$ cat src/rtl/if_fetch.sv
// if_fetch: instruction-fetch stage.
//
// Owns the program counter and fetches over a req/ack instruction bus. The
// fetched word goes to the IF/ID register, which latches when stall[1] is low.
// A one-entry buffer (buf_inst) holds a word that arrives while IF/ID is
// stalled. Taken branches redirect the PC after the single delay slot.
//
// Ports
//   clk, rst                 clock; synchronous active-high reset
//   stall[5:0]               ctrl stall vector (bit1: IF/ID hold, bit2: ID hold)
//   branch_flag_i            taken branch/jump decoded in ID
//   branch_target_address_i  branch/jump target
//   inst_req_o, inst_addr_o  instruction-memory request and address (= pc)
//   inst_ack_i, inst_data_i  memory acknowledge and returned word
//   if_pc, if_inst           presented PC/instruction (0/0 for a bubble)
//   stallreq_if              stall request while waiting on memory
module if_fetch #(
  parameter logic [31:0] RESET_PC = 32'h0000_0000
) (
  input  logic        clk,
  input  logic        rst,
  input  logic [5:0]  stall,
  input  logic        branch_flag_i,
  input  logic [31:0] branch_target_address_i,
  output logic        inst_req_o,
  output logic [31:0] inst_addr_o,
  input  logic        inst_ack_i,
  input  logic [31:0] inst_data_i,
  output logic [31:0] if_pc,
  output logic [31:0] if_inst,
  output logic        stallreq_if
);

  typedef enum logic [1:0] {S_IDLE, S_REQ, S_FULL} state_t;

  state_t      state, next_state;
  logic [31:0] pc, buf_inst, br_target, next_pc;
  logic        br_pend;
  logic        consume;   // IF/ID takes the presented instruction this edge
  logic        capture;   // word arrived but IF/ID is held: park it
  logic        br_take;   // branch from ID is valid this cycle

  // Only bits 1 and 2 of the stall vector matter to this stage.
  logic unused_stall;
  assign unused_stall = ^{stall[5:3], stall[0]};

  assign br_take = branch_flag_i && !stall[2];

  // A branch seen on the consume edge wins; the consumed word is its delay slot.
  always_comb begin
    if (br_take)      next_pc = branch_target_address_i;
    else if (br_pend) next_pc = br_target;
    else              next_pc = pc + 32'd4;
  end

  always_comb begin
    next_state  = state;
    inst_req_o  = 1'b0;
    inst_addr_o = pc;
    if_pc       = 32'h0;
    if_inst     = 32'h0;
    stallreq_if = 1'b0;
    consume     = 1'b0;
    capture     = 1'b0;
    case (state)
      S_IDLE: next_state = S_REQ;
      S_REQ: begin
        inst_req_o = 1'b1;
        if (inst_ack_i) begin
          if_pc   = pc;
          if_inst = inst_data_i;
          if (!stall[1]) begin
            consume = 1'b1;
          end else begin
            capture    = 1'b1;
            next_state = S_FULL;
          end
        end else begin
          stallreq_if = 1'b1;
        end
      end
      S_FULL: begin
        // Request dropped here, so any stray ack is ignored.
        if_pc   = pc;
        if_inst = buf_inst;
        if (!stall[1]) begin
          consume    = 1'b1;
          next_state = S_REQ;
        end
      end
      default: next_state = S_IDLE;
    endcase
  end

  always_ff @(posedge clk) begin
    if (rst) begin
      state     <= S_IDLE;
      pc        <= RESET_PC;
      buf_inst  <= 32'h0;
      br_pend   <= 1'b0;
      br_target <= 32'h0;
    end else begin
      state <= next_state;
      if (capture) buf_inst <= inst_data_i;
      if (consume) begin
        pc      <= next_pc;
        br_pend <= 1'b0;
      end else if (br_take) begin
        br_pend   <= 1'b1;
        br_target <= branch_target_address_i;
      end
    end
  end

endmodule

$ cat config.mk
export PLATFORM = sky130hd
export DESIGN_NAME = if_fetch
export DESIGN_NICKNAME = d
export VERILOG_FILES = /design/src/rtl/if_fetch.sv
export SDC_FILE = /design/constraint.sdc
export NUM_CORES = 1
export LEC_CHECK = 0
export CAP_MARGIN = 20
export CELL_PAD_IN_SITES_DETAIL_PLACEMENT = 0
export CELL_PAD_IN_SITES_GLOBAL_PLACEMENT = 1
export CORE_ASPECT_RATIO = 1.5
export CORE_MARGIN = 5
export CORE_UTILIZATION = 33
export DETAILED_ROUTE_END_ITERATION = 8
export PLACE_DENSITY_LB_ADDON = 0.2
export SLEW_MARGIN = 40
export SYNTH_ARGS = -nofsm -noshare
export SYNTH_HDL_FRONTEND = slang
export SYNTH_SLANG_ARGS = --single-unit
$ cat constraint.sdc
create_clock -name clk -period 2.75 [get_ports clk]
set_input_delay 0.55 -clock clk [delete_from_list [all_inputs] [get_ports clk]]
set_output_delay 0.55 -clock clk [all_outputs]
set_load 0.01 [all_outputs]
==> impl_metrics.py <==
metrics = {
    "status": {
        "outcome": "finished clean",
    },
    "synth": {
        "synth_common_cells": "nand2_1, a21oi_1, dfxtp_1, clkbuf_1, and3_1",
        "ys_ff_latch": 99,
        "synth_edf_count": 0,
        "ys_types": 58,
        "synthDominantCellAreaShare_pct": 35.69,
        "ys_seq_area_share_pct": 35.69,
        "yosysWarnings": 0,
        "synthArstFlopShare_pct": 0,
        "synth_top_area_cell": "dfxtp_1",
        "synth_cells": 757,
        "syn-num-nets": 836,
        "synth_area_sq_um": 5553,
        "synthTopCellsByArea": "dfxtp_1, nand2_1, a21oi_1",
        "yosysMostFrequentCell": "nand2_1",
        "synth_ff_type": "dfxtp_1",
        "syn_area_per_cell_sq_um": 7.335,
    },
    "layout": {
        "fin_cells": 1114,
        "area_delta_synth_final_pct": 43.24,
        "fin_nets": 978,
        "drive_gt1_share_pct": 8.075,
        "post-route-util_pct": 47.65,
        "diodes": 0,
    },
    "worst_setup_path": {
        "reg2reg_depth": 10,
        "crit_required_ps": 2200,
        "arrival_ps": 2120,
        "crit_chain": "inv_2 > ha_2 > clkbuf_16 > nor2b_1 > clkdlybuf4s50_1",
        "rr_startpoint": "state[0]",
        "worst_path_max_delay_cell": "clkdlybuf4s50_1",
        "slowest_delay_ps": 560,
        "setup.worst_path.start_class": "register",
        "regToRegEndpoint": "br_target[16]",
        "worst-setup-path-type": "register to output port",
        "crit_buf_inv": 3,
        "r2r_slack_ps": 460,
        "worstPathMaxFanout": 28,
        "crit_family": "buffers and inverters",
        "endpoint_kind": "output port",
    },
    "pwr": {
        "power_switching_mw": 1.033,
        "pwr-share-seq_pct": 40.1,
        "power_leakage_nw": 3.144,
        "power_frac_clock_pct": 39.9,
        "ir_worst_vdd_mv": 0.3999,
        "power_mw": 3.810,
        "p_comb_share_pct": 20.0,
        "netSwitchingFraction_pct": 27.12,
        "p_int_mw": 2.777,
        "powerDensity_nw_per_um2": 479.0,
    },
    "global_route": {
        "grt_start_max_net_pins": 64,
        "overflow": 0,
        "grt_antenna_before_repair": 0,
        "grt_usage_pct": 19.59,
        "grt_pass1_wl_um": 30960,
        "grt_pass1_vias": 5850,
    },
    "min_path": {
        "worst_hold_path_type": "register to register",
        "holdPathEnd": "br_target[29]",
        "hold_depth": 2,
        "holdCritStartpoint": "br_target[29]",
    },
    "timing": {
        "drv_slew": 0,
        "setup_slack_ps": 79.38,
        "finalSetupViolations": 0,
        "hold_viol": 0,
        "fin_setup_tns_ps": 0,
        "fmax_mhz": 374.4,
        "rsz0062_at_grt": "true",
        "period_minus_slack_ps": 2671,
        "fin_crit_sh_pct": 97.11,
        "max-slew-margin-rel_pct": 51.93,
        "final.setup_skew_ps": 12.65,
        "worstMarginPinSlew_ps": 721.1,
    },
    "clock_tree": {
        "clk_latency_ps": 350,
        "cts_buffer_depth": 2,
        "cts_sinks": 99,
        "cts-hold-fix-buffers": 0,
        "post-cts-setup-buffer-count": 0,
        "cts-root-buf": "clkbuf_16",
        "cts.clk_slew.worst_paths_ps": 80,
        "h-tree-depth": 3,
        "cts_buffers": 9,
        "cts_tree": "built",
    },
    "route": {
        "vias_per_cell": 5.487,
        "ant_nets": 0,
        "drc_errors": 0,
        "wire_per_inst_um": 17.96,
        "vias": 6113,
        "drt_iter0_drc": 573,
        "wl_um": 20000,
        "drt_first_pass_iters": 6,
    },
    "floorplanning": {
        "fp-row-count": 58,
        "initial_utilization_pct": 33.27,
        "core_sq_um": 16690,
        "ios": 172,
        "die_y_um": 168.9,
        "die_w_um": 115.9,
        "dieArea_sq_um": 19570,
    },
    "place": {
        "place_hpwl_um": 13840,
        "dpl_worst_slack_ps": -134.2,
        "portBuffers": 167,
        "dp.cells": 1096,
        "place_congestion": 0.8078,
    },
    "job": {
        "maxCapViolCount": 0,
    },
}
[cells by family after synthesis]
kind of cell,share of synthesized area [%]
AO/OA/AOI/OAI,24.34
adder cells (fa/ha/maj),1.127
buffers and inverters,6.174
flip-flops,35.69
multiplexers,0.9464
AND/OR/NAND/NOR,31.73
[area by class of cell]
cell class | instances | area (sq um)
fill | 1694 | 8737
multi-input combinational | 582 | 3251
timing repair buffer | 198 | 2066
sequential | 99 | 1983
tap | 210 | 262.8
clock buffer | 10 | 239.0
clock inverter | 6 | 118.9
inverter | 9 | 33.78
[worst register-to-register path, stage by stage, from the launching register on]
cell	delay, ps
dfxtp_2	380
inv_1	80
ha_2	330
buf_4	180
and2b_2	200
and2_1	200
buf_12	180
nor2_2	190
buf_12	220
nand2_1	100
a21oi_1	150
[stage by stage]
step	area (sq um)	hold slack [ps]
4_1_cts	7873	453.6
6_report	7954	452.4
3_5_place_dp	7471	443.7
5_1_grt	7954	468.9
2_1_floorplan	5553	431.1
3_3_place_gp	7471	437.0
[worst max path at each step]
stage,slack [ps],to,from,cells past startpoint
3_5_place_dp,-130,if_inst[0],inst_ack_i,6
5_1_grt,-6,if_inst[5],state[1],5
6_report,80,if_inst[30],state[1],5
4_1_cts,0.6,if_inst[19],state[1],7
3_3_place_gp,-110,if_inst[29],inst_ack_i,6
2_1_floorplan,630,if_inst[0],state[1],7
[flip-flops by register name, summed over array words and instances, names as in the netlist]
signal and count:
inst_addr_o 32, state 2, br_pend 1, br_target 32
buf_inst 32
[power by group through the flow]
stage                     logic (mW)  registers, mW  clock network [mW]
after floorplan                0.379           1.55                   0
after global placement         0.702           1.56                   0
after detailed placement       0.716           1.56                   0
after CTS                      0.738           1.53                1.56
after global routing           0.829           1.53                1.61
final                          0.763           1.53                1.52
[timing repair]
item | in CTS | in global routing
gates cloned | 1 | 1
gates resized for setup | 14 | 22
endpoints found under the setup margin | 35 | 23
[placed cells by master, fill, tap and decap left out, drive strengths merged, types with 7 or more instances in the layout]
master and n:
nor2 21, nand3 31, a21oi 109, and3 40, inv 11, nor2b 34
nand2 171, dlymetal6s2s 20, a22oi 34, buf 30, clkbuf 11, o211ai 15
nand4 11, nor3 12, o21ai 27, clkdlybuf4s50 139, dlygate4sd2 7, dfxtp 99
a31oi 7, or4 7
[layer usage]
layer | part of all wire, % | track usage (%) | vias to the layer above
met5 | 0 | 0 | -
met4 | 1.8 | 5.957 | 0
met3 | 6.3 | 3.112 | 28
met2 | 49 | 33.78 | 211
met1 | 43 | 24.85 | 2898
li1 | - | - | 2976
Note: power is estimated with default switching activity, not from simulation.
